--- src/rtl/pipe_adder_pkg.sv ---
// Shared constants for the pipelined adder: slice sizing and status-flag bit positions.
package pipe_adder_pkg;

    localparam int unsigned FLAG_CO  = 0;
    localparam int unsigned FLAG_OVF = 1;
    localparam int unsigned FLAG_W   = 2;

    // Bits handled by one pipeline stage.
    function automatic int unsigned slice_width(input int unsigned width, input int unsigned stages);
        return width / stages;
    endfunction

endpackage

--- src/rtl/pipe_adder_add_slice.sv ---
// One combinational slice of the ripple-through-registers adder.
module add_slice #(
    parameter int unsigned SW = 8
) (
    input  logic [SW-1:0] a,
    input  logic [SW-1:0] b,
    input  logic          ci,
    output logic [SW-1:0] s,
    output logic          co,
    output logic          c_msb
);

    logic [SW:0] sum_w;

    assign sum_w = {1'b0, a} + {1'b0, b} + {{SW{1'b0}}, ci};
    assign s     = sum_w[SW-1:0];
    assign co    = sum_w[SW];
    // Carry into the slice MSB recovered from the MSB sum bit.
    assign c_msb = a[SW-1] ^ b[SW-1] ^ sum_w[SW-1];

endmodule

--- src/rtl/pipe_adder.sv ---
// Pipelined adder split into STAGES slices with valid/ready flow control and a single global advance.
// Optional subtract mode (port sub) is compiled in when PIPE_ADDER_SUB_EN is defined.
module pipe_adder #(
    parameter int unsigned WIDTH  = 32,
    parameter int unsigned STAGES = 4
) (
    input  logic             clk,
    input  logic             rst_n,
    input  logic             in_valid,
    output logic             in_ready,
    input  logic [WIDTH-1:0] a,
    input  logic [WIDTH-1:0] b,
    input  logic             ci,
`ifdef PIPE_ADDER_SUB_EN
    input  logic             sub,
`endif
    output logic             out_valid,
    input  logic             out_ready,
    output logic [WIDTH-1:0] s,
    output logic             co,
    output logic             ovf
);

    import pipe_adder_pkg::*;

    localparam int unsigned SW = slice_width(WIDTH, STAGES);

    logic             adv;
    logic [WIDTH-1:0] b_eff;
    logic             ci_eff;

    assign adv      = !out_valid || out_ready;
    assign in_ready = adv;

    // Subtraction folds into the first slice as a + ~b + 1.
`ifdef PIPE_ADDER_SUB_EN
    assign b_eff  = sub ? ~b : b;
    assign ci_eff = sub ? 1'b1 : ci;
`else
    assign b_eff  = b;
    assign ci_eff = ci;
`endif

    for (genvar k = 0; k < STAGES; k++) begin : g_st
        localparam int unsigned DONE_W = (k + 1) * SW;

        logic [SW-1:0]     sl_a;
        logic [SW-1:0]     sl_b;
        logic [SW-1:0]     sl_s;
        logic              sl_ci;
        logic              sl_co;
        logic              sl_cm;
        logic              v_src;
        logic [DONE_W-1:0] sum_d;
        logic [DONE_W-1:0] sum_q;
        logic              valid_q;

        if (k == 0) begin : g_body
            assign sl_a  = a[SW-1:0];
            assign sl_b  = b_eff[SW-1:0];
            assign sl_ci = ci_eff;
            assign v_src = in_valid;
            assign sum_d = sl_s;
        end else begin : g_body
            assign sl_a  = g_st[k-1].g_fwd.a_q[SW-1:0];
            assign sl_b  = g_st[k-1].g_fwd.b_q[SW-1:0];
            assign sl_ci = g_st[k-1].g_fwd.carry_q;
            assign v_src = g_st[k-1].valid_q;
            assign sum_d = {sl_s, g_st[k-1].sum_q};
        end

        add_slice #(.SW(SW)) u_slice (
            .a    (sl_a),
            .b    (sl_b),
            .ci   (sl_ci),
            .s    (sl_s),
            .co   (sl_co),
            .c_msb(sl_cm)
        );

        // Completed low sum slices and the beat's valid bit.
        always_ff @(posedge clk or negedge rst_n) begin : p_stage
            if (!rst_n) begin
                valid_q <= 1'b0;
                sum_q   <= '0;
            end else if (adv) begin
                valid_q <= v_src;
                sum_q   <= sum_d;
            end
        end

        if (k < STAGES - 1) begin : g_fwd
            localparam int unsigned REM_W = (STAGES - 1 - k) * SW;

            logic [REM_W-1:0] a_d;
            logic [REM_W-1:0] b_d;
            logic [REM_W-1:0] a_q;
            logic [REM_W-1:0] b_q;
            logic             carry_q;
            logic             cm_unused;

            assign cm_unused = sl_cm;

            // Operand slices not yet consumed travel down, lowest pending slice at bit 0.
            if (k == 0) begin : g_src
                assign a_d = a[WIDTH-1:SW];
                assign b_d = b_eff[WIDTH-1:SW];
            end else begin : g_src
                assign a_d = g_st[k-1].g_fwd.a_q[REM_W+SW-1:SW];
                assign b_d = g_st[k-1].g_fwd.b_q[REM_W+SW-1:SW];
            end

            always_ff @(posedge clk or negedge rst_n) begin : p_fwd
                if (!rst_n) begin
                    a_q     <= '0;
                    b_q     <= '0;
                    carry_q <= 1'b0;
                end else if (adv) begin
                    a_q     <= a_d;
                    b_q     <= b_d;
                    carry_q <= sl_co;
                end
            end
        end else begin : g_tail
            logic [FLAG_W-1:0] flag_q;

            always_ff @(posedge clk or negedge rst_n) begin : p_flag
                if (!rst_n) begin
                    flag_q <= '0;
                end else if (adv) begin
                    flag_q[FLAG_CO]  <= sl_co;
                    flag_q[FLAG_OVF] <= sl_cm ^ sl_co;
                end
            end
        end
    end

    assign out_valid = g_st[STAGES-1].valid_q;
    assign s         = g_st[STAGES-1].sum_q;
    assign co        = g_st[STAGES-1].g_tail.flag_q[FLAG_CO];
    assign ovf       = g_st[STAGES-1].g_tail.flag_q[FLAG_OVF];

endmodule

--- config.mk ---
export PLATFORM = sky130hd
export DESIGN_NAME = pipe_adder
export DESIGN_NICKNAME = d
export VERILOG_FILES = /design/src/rtl/pipe_adder_pkg.sv /design/src/rtl/pipe_adder_add_slice.sv /design/src/rtl/pipe_adder.sv
export SDC_FILE = /design/constraint.sdc
export NUM_CORES = 1
export LEC_CHECK = 0
export CAP_MARGIN = 20
export CORE_AREA = 5 5 134 136
export CTS_CLUSTER_DIAMETER = 80
export CTS_CLUSTER_SIZE = 40
export DETAILED_ROUTE_END_ITERATION = 12
export DIE_AREA = 0 0 139 141
export HOLD_SLACK_MARGIN = 0.02
export PLACE_DENSITY = 0.71
export REMOVE_ABC_BUFFERS = 1
export SYNTH_ARGS = -nofsm -noshare
export SYNTH_HDL_FRONTEND = slang
export SYNTH_SLANG_ARGS = --single-unit
--- constraint.sdc ---
create_clock -name clk -period 4.47 [get_ports clk]
set_input_delay 0.447 -clock clk [delete_from_list [all_inputs] [get_ports clk]]
set_output_delay 0.447 -clock clk [all_outputs]
set_load 0.01 [all_outputs]
# [Yosys cells after proc, flatten, opt, wreduce, memory -nomap -nowiden]
# Index checks and enable logic that the tools add are counted.
[word_totals] reg_bits=185 inputBits=69 out_inout_bits=36 elab_cells=31
[op_classes] add_sub_neg=8 n_bitwise=3 n_reduce_logical=2
[op_table] operator="8-bit by 8-bit adder with 9-bit output" n=4
[op_table] operator="9-bit by 1-bit adder with 9-bit output" n=4
[op_table] operator="1-bit XOR" n=3
[op_table] operator="1-bit zero test" n=1
[op_table] operator="1-bit logical OR" n=1

# [Logic depth before layout (Yosys ltp)]
[depth] ltp_word=4 ltp_mapped=7 ltp_nobuf=7

# [Modules after synthesis]
# Synthesis repeated with hierarchy kept, for this count alone.
[unflattened] hier_cells=565 hier_area_um2=8878.5
[modules_own_cells] mod="pipe_adder" n_inst=1 cells_each=393 area_each_um2=7459.7 seq_area_each_um2=4629.4
[modules_own_cells] mod="add_slice (g_st[2].u_slice ...)" n_inst=2 cells_each=43 area_each_um2=364.1 seq_area_each_um2=0.0
[modules_own_cells] mod="add_slice (g_st[0].u_slice ...)" n_inst=2 cells_each=43 area_each_um2=345.3 seq_area_each_um2=0.0

# [Worst setup path before layout]
# No wires, ideal clock.
[synth_path] path_type="input to register" from="input a[0]" to="register g_st[0].g_fwd.carry_q" setup_time_ns=0.124 arrival_ns=2.139 required_time_ns=4.346 path_slack_ns=2.207 path_stages=7 n_path_buf=0 path_cell_list="fa_1 fa_1 a21o_1 a21o_4 a21oi_2 a21oi_1 o31a_1"
[synth_between] elab_chain_cells=2
[synth_lines] item="from (decl)" line_no="pipe_adder.sv:11" text="input logic [WIDTH-1:0] a,"
[synth_lines] item="8-bit by 8-bit adder with 9-bit output" line_no="pipe_adder_add_slice.sv:15" text="assign sum_w = {1'b0, a} + {1'b0, b} + {{SW{1'b0}}, ci};"
[synth_lines] item="9-bit by 1-bit adder with 9-bit output" line_no="pipe_adder_add_slice.sv:15"
[synth_lines] item="to (signal assigned)" line_no="pipe_adder.sv:121" text="carry_q <= sl_co;"
[synth_lines] item="to (decl)" line_no="pipe_adder.sv:99" text="logic carry_q;"
# No other way between the ends.
# A chain may end at the register's enable or synchronous reset.

# [Worst setup path after layout]
[layout_path] from="input out_ready" to="output in_ready"
[layout_between] elab_chain_cells=1
[layout_lines] item="from (decl)" line_no="pipe_adder.sv:18" text="input logic out_ready,"
[layout_lines] item="1-bit logical OR" line_no="pipe_adder.sv:32" text="assign adv = !out_valid || out_ready;"
[layout_lines] item="to (decl)" line_no="pipe_adder.sv:10" text="output logic in_ready,"
# No other way between the ends.

==> summary.md <==
| Metric | Value |
|---|---|
| Status | `completed` |
| Number of synthesized flops with an enable pin | `0` |
| Row cnt | `48` |
| F_max | `about 0.41 GHz` |
| Cell Pwr Density | `a little under 700 nW/um^2` |
| DR DRC count | `0` |
| CTS max path bufs | `2` |
| Root buffer cell | `clkbuf_16` |
| Final Util | `~59%` |
| Number of global-route vias before repair | `5720` |
| I/O Buffers | `between 100 and 150` |
| Final wirelength | `approximately 15 mm` |
| Layout Nets | `roughly 1100` |
| First-pass GRT wire length | `roughly 26 mm` |
| Final Instance Area | `9900 sq um` |
| Final HPWL DP | `9.31 mm` |
| Hold buffers post-CTS | `0` |
| Share of layout cells above drive strength 1 | `under 10%` |
| Syn_area_per_cell | `~9.0 sq um` |
| Startpoint Class | `input port` |
| Reg area | `~4600 sq um` |
| Total chip power | `between 6 and 7 mW` |
| Tcrit/Tclk final | `roughly 54%` |
| TNS Setup | `0 ns` |
| Critical path required time | `4.02 ns` |
| RSZ-0062 raised after global routing | `no` |
| Yosys warns | `0` |
| Ys async rst share | `100%` |
| Hold Slack | `~0.17 ns` |
| Remaining global-route overflow | `0` |
| Seq/Total Area, Yosys | `a little under three fifths` |
| Clk slew on worst S/H paths | `around 0.060 ns` |
| DP Cell Count | `1193` |
| Die Height | `~140 um` |
| Worst Setup End Kind | `output pin` |
| Largest net degree at the start of global routing | `just under 200` |
| # setup viols final | `0` |
| Relative slew slack | `38.0%` |
| CTS Sinks | `around 190` |
| Cell-internal power | `about 4.4 mW` |
| Finished Layout Cells | `between 1000 and 1500` |
| Post-CTS Setup Bufs | `0` |
| Max cap viols | `0` |
| Seq pwr share | `approximately two fifths` |
| DR WL/cell | `11.9 um` |
| Antenna Violating Nets Remaining | `0` |
| Crit-path slowest cell | `clkdlybuf4s50_1` |
| Top cells by area, synth | `dfrtp_1 57%, nand2_1 23%, ha_1 4.3%, fa_1 2.0%, a21oi_1 1.8%` |
| Most frequent cells in the layout | `492 x nand2_1, 185 x dfrtp_1, 103 x clkdlybuf4s50_1, 30 x a21oi_1, 28 x ha_1` |
| Via Count | `roughly 5900` |
| Crit path cell chain | `clkdlybuf4s50_1 > nor2b_4 > inv_6 > clkdlybuf4s50_1` |
| # diodes | `0` |
| H-tree depth | `4` |
| Area grow syn2layout | `21.1%` |
| Die ar. | `19600 sq um` |
| Fin. Hold Viols | `0` |
| Clock power frac | `about a fifth` |
| Ports | `around 110` |
| Via/cell ratio | `around 4.8` |
| Final Worst Setup Slack | `between 2 and 2.5 ns` |
| Synth area leader | `dfrtp_1` |
| NetSw | `2.40 mW` |
| First DRT Iteration DRCs | `~310` |
| Synth top area share | `between 50% and 60%` |
| CTS tree | `built` |
| Cts bufs inserted | `17` |
| Post-CTS sizing | `0` |
| Clk_lat worst skew | `between 0.4 and 0.5 ns` |
| Final GP Congestion | `roughly 0.77` |
| Cell Area, Placed | `9340 sq um` |
| Setup Skew | `a little over 0.007 ns` |
| Count of mapped cells out of synthesis | `between 900 and 1000` |
| Core ar. | `16800 sq um` |
| Area of the mapped netlist | `slightly above 8000 sq um` |
| Min cycle time layout | `around 2.4 ns` |
| Yosys cell types | `39` |
| Post-Place Setup Slack | `1.64 ns` |
| Switch share | `a little over a third` |
| Yosys reg bits | `around 190` |
| Logic pwr share | `between 30% and 40%` |
| Crit path max fanout | `56` |
| Class of the worst hold path | `in2async` |
| Crit path DAT | `between 1.5 and 2 ns` |
| CP most frequent cell | `clkdlybuf4s50_1` |
| Commonest non-fill, non-tap cell in the layout | `nand2_1` |
| Multi-input combinational cell area | `around 3300 sq um` |
| Main flop type after synthesis | `dfrtp_1` |
| Final Max Slew Viols | `0` |
| Total GRT Usage | `~16%` |
| Pre-antenna DRT Iters | `6` |
| Max stage delay on crit path | `approximately 0.62 ns` |
| Worst-Margin Slew | `a little over 0.9 ns` |
| Initial core utilization | `between 40% and 50%` |
| Die X | `about 140 um` |
| Pleak | `between 4 and 5 nW` |
| Worst VDD drop | `approximately 440 uV` |
| Crit Path Category | `in2out` |
| Fillers | `between 1500 and 2000` |
| Initial antenna violation count | `0` |
-- layout make-up --
type | instances | area share [%]
Clock buffer | 22 | 4.79
Clock inverter | 10 | 0.947
Inverter | 5 | 0.240
Multi-Input combinational cell | 669 | 33.4
Sequential cell | 185 | 46.7
Tap cell | 225 | 2.84
Timing Repair Buffer | 109 | 11.1
-- kinds of logic after synthesis --
family,after synthesis,synth area share [%]
xor gates and xnor gates,22,2.36
AOI/OAI and AO/OA,79,6.30
adders and majority gates,36,6.24
and+or+nand+nor,531,25.4
DFF,185,56.6
muxes,1,0.122
buffers and inverters,51,3.00
-- flip-flops by register name, indices dropped and copies added (netlist names) --
register            count
g_st.valid_q            3
out_valid               1
g_st.g_fwd.b_q         48
g_st.g_fwd.carry_q      3
s                      32
g_st.g_tail.flag_q      2
g_st.sum_q             48
g_st.g_fwd.a_q         48
-- power by group through the flow --
stage                     sequential (mW)  combinational (mW)  clock, mW
after detailed placement             2.83                2.63          0
after global placement               2.81                2.56          0
after global routing                 2.90                2.99       1.54
after CTS                            2.81                2.65       1.47
final                                2.80                2.60       1.42
after floorplan                      2.82                1.80          0
-- Yosys cell counts (4+ instances only) --
cell and number:
nand2_1 492, dfrtp_1 185, a21oi_1 30, ha_1 28, buf_2 21, xnor2_1 16, nor2_1 14, o21ai_0 14
a21o_1 12, clkbuf_1 12, buf_1 8, fa_1 8, xor2_1 6, o211ai_1 5, inv_1 4, nand2b_1 4
nand3_1 4, nand4_1 4, nor3b_1 4
-- worst max-delay path, delay by kind of cell --
| kind | cells | cell delay (ns) |
|---|---|---|
| simple gates | 1 | 0.07 |
| buf+inv | 3 | 1.40 |
-- per-layer routing --
metal  wire [um]  global-route usage [%]  vias to the layer above  part of all wire, %
met2        7020                    26.9                       86                   48
li1            -                       -                     3024                    -
met1        6720                    19.7                     2747                   46
met3         578                    3.66                       19                  4.0
met5           0                       0                        -                    0
met4         216                    5.56                        0                  1.5
-- final timing paths --
check | from | endpoint | slack, ns | cells after the start
setup / recovery | out_ready | in_ready | 2.05 | 4
hold / removal | rst_n | s[1]$_DFFE_PN0P_ | 0.17 | 1
setup reg to reg | g_st[1].g_fwd.a_q[0]$_DFFE_PN0P_ | g_st[2].g_fwd.carry_q$_DFFE_PN0P_ | 2.14 | 7
hold reg to reg | g_st[2].valid_q$_DFFE_PN0P_ | out_valid$_DFFE_PN0P_ | 0.46 | 1
max in group asynchronous | rst_n | g_st[1].g_fwd.b_q[3]$_DFFE_PN0P_ | 3.25 | 2
min in group clk | g_st[2].valid_q$_DFFE_PN0P_ | out_valid$_DFFE_PN0P_ | 0.46 | 1
No activity file was read; power rests on OpenSTA's default activity.
